<file path="src/rtl/filter_out_buffer.sv">
// Output stage of the filter: optional decimation, then a fall-through FIFO
// toward a valid/ready sink, with a sticky flag for samples lost on full.
module filter_out_buffer #(
  parameter int unsigned DATA_W = 8,
  parameter int unsigned DEPTH  = 16,
  parameter int unsigned DECIM  = 1
) (
  input  logic                     clk,
  input  logic                     rst_n,
  input  logic                     in_valid,
  input  logic [DATA_W-1:0]        in_data,
  input  logic                     out_ready,
  output logic                     out_valid,
  output logic [DATA_W-1:0]        out_data,
  output logic [$clog2(DEPTH):0]   level,
  output logic                     overflow,
  input  logic                     clr_ovf
);

  localparam int unsigned AW = $clog2(DEPTH);
  localparam int unsigned LW = AW + 1;
  localparam int unsigned CW = (DECIM > 1) ? $clog2(DECIM) : 1;

  logic [DATA_W-1:0] r_mem [DEPTH];
  logic [AW-1:0]     r_wr_ptr;
  logic [AW-1:0]     r_rd_ptr;
  logic [LW-1:0]     r_level;
  logic [CW-1:0]     r_dcnt;
  logic              r_ovf;

  logic w_keep;
  logic w_full;
  logic w_pop;
  logic w_push;
  logic w_drop;

  // A kept sample still enters a full FIFO when the head leaves on the same edge.
  assign w_keep = in_valid && (r_dcnt == '0);
  assign w_full = (r_level == LW'(DEPTH));
  assign w_pop  = (r_level != '0) && out_ready;
  assign w_push = w_keep && (!w_full || w_pop);
  assign w_drop = w_keep && w_full && !w_pop;

  // Decimation counter advances on every strobe, kept or not.
  always_ff @(posedge clk or negedge rst_n) begin
    if (!rst_n) begin
      r_dcnt <= '0;
    end else if (in_valid) begin
      if (r_dcnt == CW'(DECIM - 1)) begin
        r_dcnt <= '0;
      end else begin
        r_dcnt <= CW'(r_dcnt + CW'(1));
      end
    end
  end

  // Sample storage; contents are intentionally not reset.
  always_ff @(posedge clk) begin
    if (w_push) begin
      r_mem[r_wr_ptr] <= in_data;
    end
  end

  always_ff @(posedge clk or negedge rst_n) begin
    if (!rst_n) begin
      r_wr_ptr <= '0;
      r_rd_ptr <= '0;
      r_level  <= '0;
    end else begin
      if (w_push) begin
        r_wr_ptr <= AW'(r_wr_ptr + AW'(1));
      end
      if (w_pop) begin
        r_rd_ptr <= AW'(r_rd_ptr + AW'(1));
      end
      case ({w_push, w_pop})
        2'b10:   r_level <= LW'(r_level + LW'(1));
        2'b01:   r_level <= LW'(r_level - LW'(1));
        default: r_level <= r_level;
      endcase
    end
  end

  // Set beats clear when both happen on one edge.
  always_ff @(posedge clk or negedge rst_n) begin
    if (!rst_n) begin
      r_ovf <= 1'b0;
    end else if (w_drop) begin
      r_ovf <= 1'b1;
    end else if (clr_ovf) begin
      r_ovf <= 1'b0;
    end
  end

  assign out_valid = (r_level != '0);
  assign out_data  = r_mem[r_rd_ptr];
  assign level     = r_level;
  assign overflow  = r_ovf;

endmodule

</file>
<file path="config.mk">
export PLATFORM = sky130hd
export DESIGN_NAME = filter_out_buffer
export DESIGN_NICKNAME = d
export VERILOG_FILES = /design/src/rtl/filter_out_buffer.sv
export SDC_FILE = /design/constraint.sdc
export NUM_CORES = 1
export LEC_CHECK = 0
export ABC_AREA = 1
export CORE_AREA = 2 2 137 139
export CTS_BUF_LIST = sky130_fd_sc_hd__clkbuf_8
export CTS_CLUSTER_DIAMETER = 100
export DETAILED_ROUTE_END_ITERATION = 10
export DIE_AREA = 0 0 139 141
export DONT_BUFFER_PORTS = 1
export HOLD_SLACK_MARGIN = 0.02
export PLACE_DENSITY_LB_ADDON = 0.2
export SETUP_SLACK_MARGIN = 0.15
export SYNTH_ARGS = -nofsm -noshare
export SYNTH_HDL_FRONTEND = slang
export SYNTH_SLANG_ARGS = --single-unit
</file>
<file path="constraint.sdc">
create_clock -name clk -period 2.2 [get_ports clk]
set_input_delay 0.22 -clock clk [delete_from_list [all_inputs] [get_ports clk]]
set_output_delay 0.22 -clock clk [all_outputs]
set_load 0.01 [all_outputs]
</file>
; ---- After elaboration in Yosys (flattened, before gate mapping)
; Memory sizes are Yosys's and may differ from the RTL's.
; Cells that the tools add are included.
[word_totals]
input_bits = 13
n_memories = 1
out_inout_bits = 15
ram_bits = 128
register_bits = 15
elab_cells = 32
latchBits = 0
romBits = 0
[memory_table]
columns = memory, words, word_bits, read_ports, rd_ports_with_merged_regs, write_ports, line
row1 = r_mem, 16, 8, 1, 0, 1, 24  ; logic [DATA_W-1:0] r_mem [DEPTH];
[op_classes]
n_reduce_logical = 11
mul = 0
magnitude_cmp = 0
muxes = 6
bitwise = 1
n_addsub = 5
n_shift = 0
n_div = 0
n_eq_ne = 3
[op_table]
columns = operator, count
row1 = 5-bit one-hot mux with 2 select lines, 1
row2 = 4-bit by 1-bit adder with 4-bit output (second input constant), 2
row3 = 5-bit by 1-bit adder with 5-bit output (second input constant), 1
row4 = 5-bit == test (second input constant), 1
row5 = 1-bit logical AND, 5
row6 = 1-bit two-way mux, 5
row7 = 5-bit nonzero test, 1
row8 = 5-bit by 1-bit subtractor with 5-bit output (second input constant), 1
row9 = 2-bit nonzero test, 2
row10 = 2-bit by 1-bit == test with 1-bit output (second input constant), 1
row11 = 2-bit == test (second input constant), 1
row12 = 1-bit zero test, 2
row13 = 1-bit adder (second input constant), 1
row14 = 1-bit logical OR, 1
row15 = 1-bit inverter, 1

; ---- Depth between registers and ports, before layout
; Gate-level depths: netlist (run 1).
[depth]
ltp_word = 6
depth_mapped = 18
ltp_nobuf = 17

; ---- Least setup slack after synthesis (run 1)
; No wires, ideal clock.
[synth_path]
path_type = reg2reg
from = reg r_level[1], in the netlist level[1]
to = reg r_level[4], in the netlist level[4]
arrival_time_ps = 2115
path_stages_with_launch = 18
synth_period_minus_slack_ps = 2233
path_slack_ps = -33
cell_sequence = dfrtp_1 > nor2_4 > nand4_4 > nand2_4 > nand2_4 > nand2_4 > buf_4 > ha_1 > nand2_1 > inv_1 > nor2_1 > ha_1 > inv_1 > nand2_1 > nand3_1 > nand3b_1 > nand3_1 > nand2_1
[synth_via]
elab_chain_len = 6
elab_cells_between_ends = 12
cone_classes = add/sub: 2 / eq/ne: 3 / mux: 1 / reduce/logical: 6
[synth_rtl]
columns = item, line
row1 = from (decl), 27  ; logic [LW-1:0] r_level;
row2 = from (signal assigned), 77  ; 2'b10: r_level <= LW'(r_level + LW'(1));
row3 = from (signal assigned), 78  ; 2'b01: r_level <= LW'(r_level - LW'(1));
row4 = from (signal assigned), 79  ; default: r_level <= r_level;
row5 = 5-bit nonzero test *, n/a
row6 = via out_valid, 13  ; output logic out_valid,
row7 = 1-bit logical AND *, 40  ; assign w_pop = (r_level != '0) && out_ready;
row8 = 1-bit logical OR, 41  ; assign w_push = w_keep && (!w_full || w_pop);
row9 = 1-bit logical AND, 41
row10 = 2-bit by 1-bit == test with 1-bit output or 2-bit == test (tied branches), 76  ; case ({w_push, w_pop})
row11 = 5-bit one-hot mux with 2 select lines or 2-bit nonzero test (tied branches), n/a
; Mark *: on every way through the listed nets, which the timed path passes. The rest lies on a longest branch.
; A chain may end at the register's enable or synchronous reset.

; ---- Final worst setup path (run 1)
[layout_path]
from = reg r_rd_ptr[0]
to = out out_data[7]
[layout_via]
elab_chain_len = 1
[layout_rtl]
columns = item, line
row1 = from (decl), 26  ; logic [AW-1:0] r_rd_ptr;
row2 = from (signal assigned), 74  ; r_rd_ptr <= AW'(r_rd_ptr + AW'(1));
row3 = memory 16 x 8 bit, n/a
row4 = to (decl), 14  ; output logic [DATA_W-1:0] out_data,
; Every way passes these cells.

==> results of run 1 <==
==> tightest hold or removal path, delay by kind of cell <==
family / cells / cell delay, ns
simple gates: 1 / 0.07
xor+xnor: 1 / 0.06
buf+inv: 1 / 0.12
==> where the power goes <==
part / total, mW / switching (mW) / internal (mW)
Combinational: 4.52 / 2.76 / 1.76
Sequential: 3.47 / 0.209 / 3.26
Clock: 2.47 / 1.01 / 1.46
==> synth_stat cells <==
library cell and count:
clkbuf_1 4, nor2_1 102, nand2_2 3, nor2_4 2, o211ai_1 24, xor2_1 6
buf_4 2, buf_8 1, xnor2_1 1, nand2_1 76, nand3_2 1, nand3b_1 1
o21ai_1 12, inv_2 2, o21bai_1 1, o21ai_0 33, edfxtp_1 128, nand4_4 1
inv_1 44, buf_6 7, nand3_1 60, dfrtp_1 14, nand2_4 3, buf_2 14
a21oi_1 1, ha_1 9, clkinv_1 1
==> cells by family after synthesis <==
kind of cell	Yosys count
buffers and inverters	75
and+or+nand+nor	249
adders and majority gates	9
DFF	142
AOI/OAI and AO/OA	71
xor gates and xnor gates	7
==> per-stage QoR <==
stage | util [%] | hold WS (ns) | setup WS, ns | total power [mW]
floorplan | - | -0.0756 | 0.132 | 5.85
global placement | 35.6 | -0.0750 | 0.156 | 6.68
detailed placement | 35.6 | -0.0750 | 0.0955 | 6.72
CTS | 40.7 | 0.0389 | 0.105 | 10.0
global route | 42.3 | 0.0468 | 0.0121 | 11.0
finish | 42.3 | 0.0596 | 0.0876 | 10.5
==> registers in the layout (all words and copies together) (netlist names) <==
name      cells
r_mem       128
r_rd_ptr      4
level         5
r_wr_ptr      4
overflow      1
==> repair_timing <==
item	CTS	global route
setup buffers	5	6
resized for setup	49	57
hold buffers	12	0
endpoints found under the hold margin	147	0
endpoints found under the setup margin	34	104
cloned	5	4
pin swaps	36	40
==> path summary, 6_finish.rpt <==
path | start | endpoint | slack [ns] | cells past startpoint
worst max-delay path | r_rd_ptr[0] | out_data[7] | 0.09 | 6
worst min-delay path | out_ready | r_rd_ptr[0] | 0.06 | 3
worst max register to register | level[3] | r_mem[5][2] | 0.13 | 8
worst min register to register | r_wr_ptr[1] | r_wr_ptr[1] | 0.57 | 2
max in group asynchronous | rst_n | level[2] | 1.42 | 1
min in group asynchronous | rst_n | r_rd_ptr[3] | 0.27 | 1
==> area by class of cell <==
type                    instances  area (µm²)
well taps                     234         293
inverters                      47         178
clock inverters                15         241
multi-input cells             336        1950
flip-flops and latches        142        4200
clock buffers                  17         234
repair buffers                 48         629
fillers                      1741       10500
==> layer usage <==
metal	part of all wire, %	GRT usage, %
met3	5.5	4.38
met2	48	27.4
met4	1.4	4.52
met1	45	23.6
met5	0.077	0
==> flow_summary.toml, run 1 <==
[run_status]
outcome = "finished clean"

[floorplan]
die_area_um2 = 19600
start_util_pct = 34.2
die_height_um = 141
rows = 50
io_pins = 28
die_w_um = 139
core_area_um2 = 18300

[sta]
fmax_ghz = 0.473
tightest_slew_ns = 0.915
hold_viol_final = 0
slew_viol_final = 0
finalCriticalPeriod_ns = 2.11
grt_setup_unrepaired = "true"
fin_tns_setup_ns = 0
setup_violations = 0
slew_headroom_pct = 38.8
post-route-period-util_pct = 96.0
skew_ns = 0.00933

[drt]
avgViaCountPerCell = 5.04
drt_pre_antenna_iters = 7
drt_iter0_drc = 360
drtAntennaViolNets = 0
drc_errors = 0
totalWireLength_um = 16800
drt-wirelength-per-cell_um = 20.0
route.vias.total = 4228

[worst_setup_path]
required_ns = 1.98
cp_slowest_cell = "dfrtp_2"
critPathMaxStageDelay_ns = 0.50
start_kind = "flop"
arrival_ns = 1.89
crit_chain = "buf_12 > clkbuf_16 > o211ai_1 > nand3_1 > nand3_2 > nand2_2"
endpoint_kind = "output pin"
cpLargestDelayFamily = "flip-flops"
critPathKind = "reg -> out"
crit_fanout = 11
crit_buf_inv = 2

[place]
io_buffers = 0
gp_congestion = 0.766
placed_cells = 775
dpl-instance-area_um2 = 6500
post-dp-hpwl_um = 9310

[synthesis]
synthAdderAreaFrac_pct = 1.81
synthesis.area_um2 = 6240
ys_types = 27
synth_top_family_by_area = "simple AND/OR/NAND/NOR gates"
synth_compound_area_share_pct = 6.70
ys_warn_count = 0
syn_inst = 553
synth_top_area_share_pct = 61.6
synth_area_leaders = "edfxtp_1 (62%), nor2_1 (6.1%), dfrtp_1 (5.6%)"
syn_avg_cell_area_um2 = 11.3
synth.area.mux_share_pct = 0
synth_simple_gate_area_share_pct = 17.3
ys_seq_elements = 142
yosysTopAreaCell = "edfxtp_1"
synth_seq_area_share_pct = 67.2
yosys.area_share.xor_xnor_pct = 0.983
syn_nets = 575

[cells_and_area]
diodes = 0
nets = 614
layout_common_cells = "edfxtp_1 (128), nor2_1 (68), nand2_1 (66)"
fin_cells = 839
area_growth_pct = 23.8
final_common_cell = "edfxtp_1"
final_area_um2 = 7720
layout-drive-gt1-share_pct = 24.8

[clock_tree]
cts_buffers = 17
clk_pin_slew_ns = 0.07
cts_num_sinks = 142
clockBufferDepth = 2
cts_max_level = 4
cts_root_buf = "clkbuf_8"
clk_latency_ns = 0.45
cts_tree = "done"

[hold_path]
hold_path.class = "in -> reg"

[global_routing]
antenna_found_initial = 1
grt_pass1_vias = 4077
grt.total_usage_pct = 17.2
gr-total-overflow = 0
grt_max_degree = 41
grt_pass1_wl_um = 24700

[power_and_ir_drop]
ir_drop_mv = 0.674
cellLeakagePower_nw = 2.83
power_per_cell_area_nw_per_um2 = 1350

[job]
drv_cap = 0
Power figures use the tool's default switching activity.
==> run 2: changes to the inputs <==
==> config.mk (replaced) <==
export PLATFORM = sky130hd
export DESIGN_NAME = filter_out_buffer
export DESIGN_NICKNAME = d
export VERILOG_FILES = /design/src/rtl/filter_out_buffer.sv
export SDC_FILE = /design/constraint.sdc
export NUM_CORES = 1
export LEC_CHECK = 0
export ABC_AREA = 0
export CORE_AREA = 2 2 132 134
export CTS_BUF_LIST = sky130_fd_sc_hd__clkbuf_8
export CTS_CLUSTER_DIAMETER = 100
export DETAILED_ROUTE_END_ITERATION = 10
export DIE_AREA = 0 0 134 136
export DONT_BUFFER_PORTS = 1
export HOLD_SLACK_MARGIN = 0.02
export PLACE_DENSITY_LB_ADDON = 0.2
export SYNTH_ARGS = -nofsm -noshare
export SYNTH_HDL_FRONTEND = slang
export SYNTH_SLANG_ARGS = --single-unit
==> flow_summary.toml, run 2 <==
[worst_setup_path]
crit_chain = "or4_4 > o21a_4 > ha_4 > xor2_1 > ha_2 > o21ai_2 > or4b_4 > o311a_1 > xnor2_1"
crit_buf_inv = 0
arrival_ns = 2.94
ff2ff_setup_slack_ns = -0.42
start_kind = "flop"
critPathKind = "reg -> reg"
critPathMaxStageDelay_ns = 0.57
required_ns = 2.51
cpLargestDelayFamily = "simple AND/OR/NAND/NOR gates"
crit_fanout = 3
cp_slowest_cell = "or4_4"
endpoint_kind = "flop"

[cells_and_area]
fin_util_pct = 42.3
diodes = 0
largest-register = "r_mem"
layout_common_cells = "edfxtp_1 (128), mux4_2 (32), buf_4 (27)"
area_growth_pct = 24.0
final_common_cell = "edfxtp_1"
final_area_um2 = 7140
layout-drive-gt1-share_pct = 40.6
nets = 384
largest_reg_flops = 128

[global_routing]
grt_max_degree = 33
grt.total_usage_pct = 14.8
gr-usage-met2_pct = 24.0
antenna_found_initial = 0
gr-total-overflow = 0
grt.busiest_layer = "met2"
grtUsageMet1_pct = 19.4
use_met3_pct = 3.73
grt_pass1_vias = 3146
grt_pass1_wl_um = 19000

[run_status]
outcome = "complete, but fails checks"
violations = "negative setup slack"

[hold_path]
hold_path.class = "in -> reg"

[synthesis]
synth_seq_area_share_pct = 72.9
synthArstFlopShare_pct = 9.86
synth_top_area_share_pct = 66.8
ys_seq_elements = 142
synthesis.area_um2 = 5760
ys_warn_count = 0
syn_nets = 322
synthFlopType = "edfxtp_1"
syn_inst = 300
syn_avg_cell_area_um2 = 19.2
ys_types = 37
synthTopCellsByCount = "edfxtp_1 (128), mux4_2 (32), and2_1 (17), a22oi_1 (16)"
synth_edf_count = 128
yosysTopAreaCell = "edfxtp_1"
synth_area_leaders = "edfxtp_1 (67%), mux4_2 (13%), dfrtp_1 (6.1%)"
synthMostInstantiatedCell = "edfxtp_1"

[floorplan]
die_height_um = 136
die_w_um = 134
rows = 48
die_area_um2 = 18200
start_util_pct = 34.1
io_pins = 28
core_area_um2 = 16900

[sta]
holdWs_ns = 0.0880
setup_violations = 7
tightest_slew_ns = 0.711
skew_ns = 0.0113
grt_setup_unrepaired = "true"
slew_viol_final = 0
post-route-period-util_pct = 119
hold_viol_final = 0
slew_headroom_pct = 52.4
finalCriticalPeriod_ns = 2.62
fmax_ghz = 0.381
layout_setup_ws_ns = -0.422
fin_tns_setup_ns = -1.37

[job]
drv_cap = 0

[drt]
drt_iter0_drc = 236
totalWireLength_um = 12400
drt-wirelength-per-cell_um = 20.7
avgViaCountPerCell = 4.93
route.vias.total = 2953
drc_errors = 0
drt_pre_antenna_iters = 4
drtAntennaViolNets = 0

[place]
io_buffers = 0
gp_congestion = 0.759
dpl-instance-area_um2 = 6310
dpl_worst_slack_ns = -0.421
post-dp-hpwl_um = 7740

[clock_tree]
cts_buffers = 17
clk_latency_ns = 0.44
cts_num_sinks = 142
cts_max_level = 4
cts_root_buf = "clkbuf_8"
cts_tree = "done"
clk_pin_slew_ns = 0.07
clockBufferDepth = 2

[power_and_ir_drop]
power_per_cell_area_nw_per_um2 = 1230
cellLeakagePower_nw = 2.39
ir_drop_mv = 0.861
run 2: tightest hold or removal path: cells and delay by family:
kind | cells | cell delay (ns)
XOR/XNOR | 1 | 0.06
AO/OA/AOI/OAI | 1 | 0.05
buffers and inverters | 1 | 0.15
run 2: cell families (layout without fill, tap and decap cells):
logic type / after synthesis / after routing / share of synthesized area [%]
muxes: 35 / 35 / 13.1
DFF: 142 / 142 / 72.9
adders and majority gates: 9 / 9 / 1.96
and+or+nand+nor: 57 / 57 / 5.59
AOI/OAI and AO/OA: 28 / 28 / 3.56
buffers and inverters: 18 / 92 / 1.26
xor gates and xnor gates: 11 / 11 / 1.67
run 2: worst paths after layout:
path,to,from,cells after the start
max reg2reg,level[4],level[1],9
max in group asynchronous,r_rd_ptr[0],rst_n,1
max,level[4],level[1],9
min,r_wr_ptr[0],in_valid,3
min reg2reg,r_wr_ptr[3],r_wr_ptr[3],1
min in group asynchronous,level[3],rst_n,1
run 2: per-layer routing:
layer,vias up,share of wire (%),routed length (µm)
met5,-,0,0
met4,0,1.2,153
met3,11,4.3,530
met2,60,49,6100
met1,1552,45,5600
li1,1330,-,-
run 2: power breakdown:
group / switching (mW) / internal (mW) / leakage (nW)
sequential: 0.189 / 3.31 / 1.32
clock: 0.954 / 0.866 / 0.181
combinational: 1.73 / 1.75 / 0.887
total: 2.88 / 5.93 / 2.39
run 2: repair_timing:
item | in CTS | in global routing
endpoints found under the setup margin | 44 | 113
pin swaps | 16 | 12
cloned | 2 | 0
resized for setup | 42 | 15
setup buffers | 10 | 3
hold buffers | 12 | 0
hold endpoints to repair | 144 | 0
run 2: cell type report:
type / count / area, µm²
Tap cell: 225 / 282
Multi-Input combinational cell: 140 / 1670
Sequential cell: 142 / 4200
Clock inverter: 14 / 106
Fill cell: 1507 / 9740
Clock buffer: 17 / 234
Timing Repair Buffer: 57 / 632
Inverter: 4 / 15.0
run 2: metrics by stage:
stage | std cells | power (mW)
6_report | 599 | 8.80
4_1_cts | 596 | 8.81
5_1_grt | 599 | 9.29
3_5_place_dp | 541 | 6.32
3_3_place_gp | 541 | 6.27
2_1_floorplan | 300 | 5.38
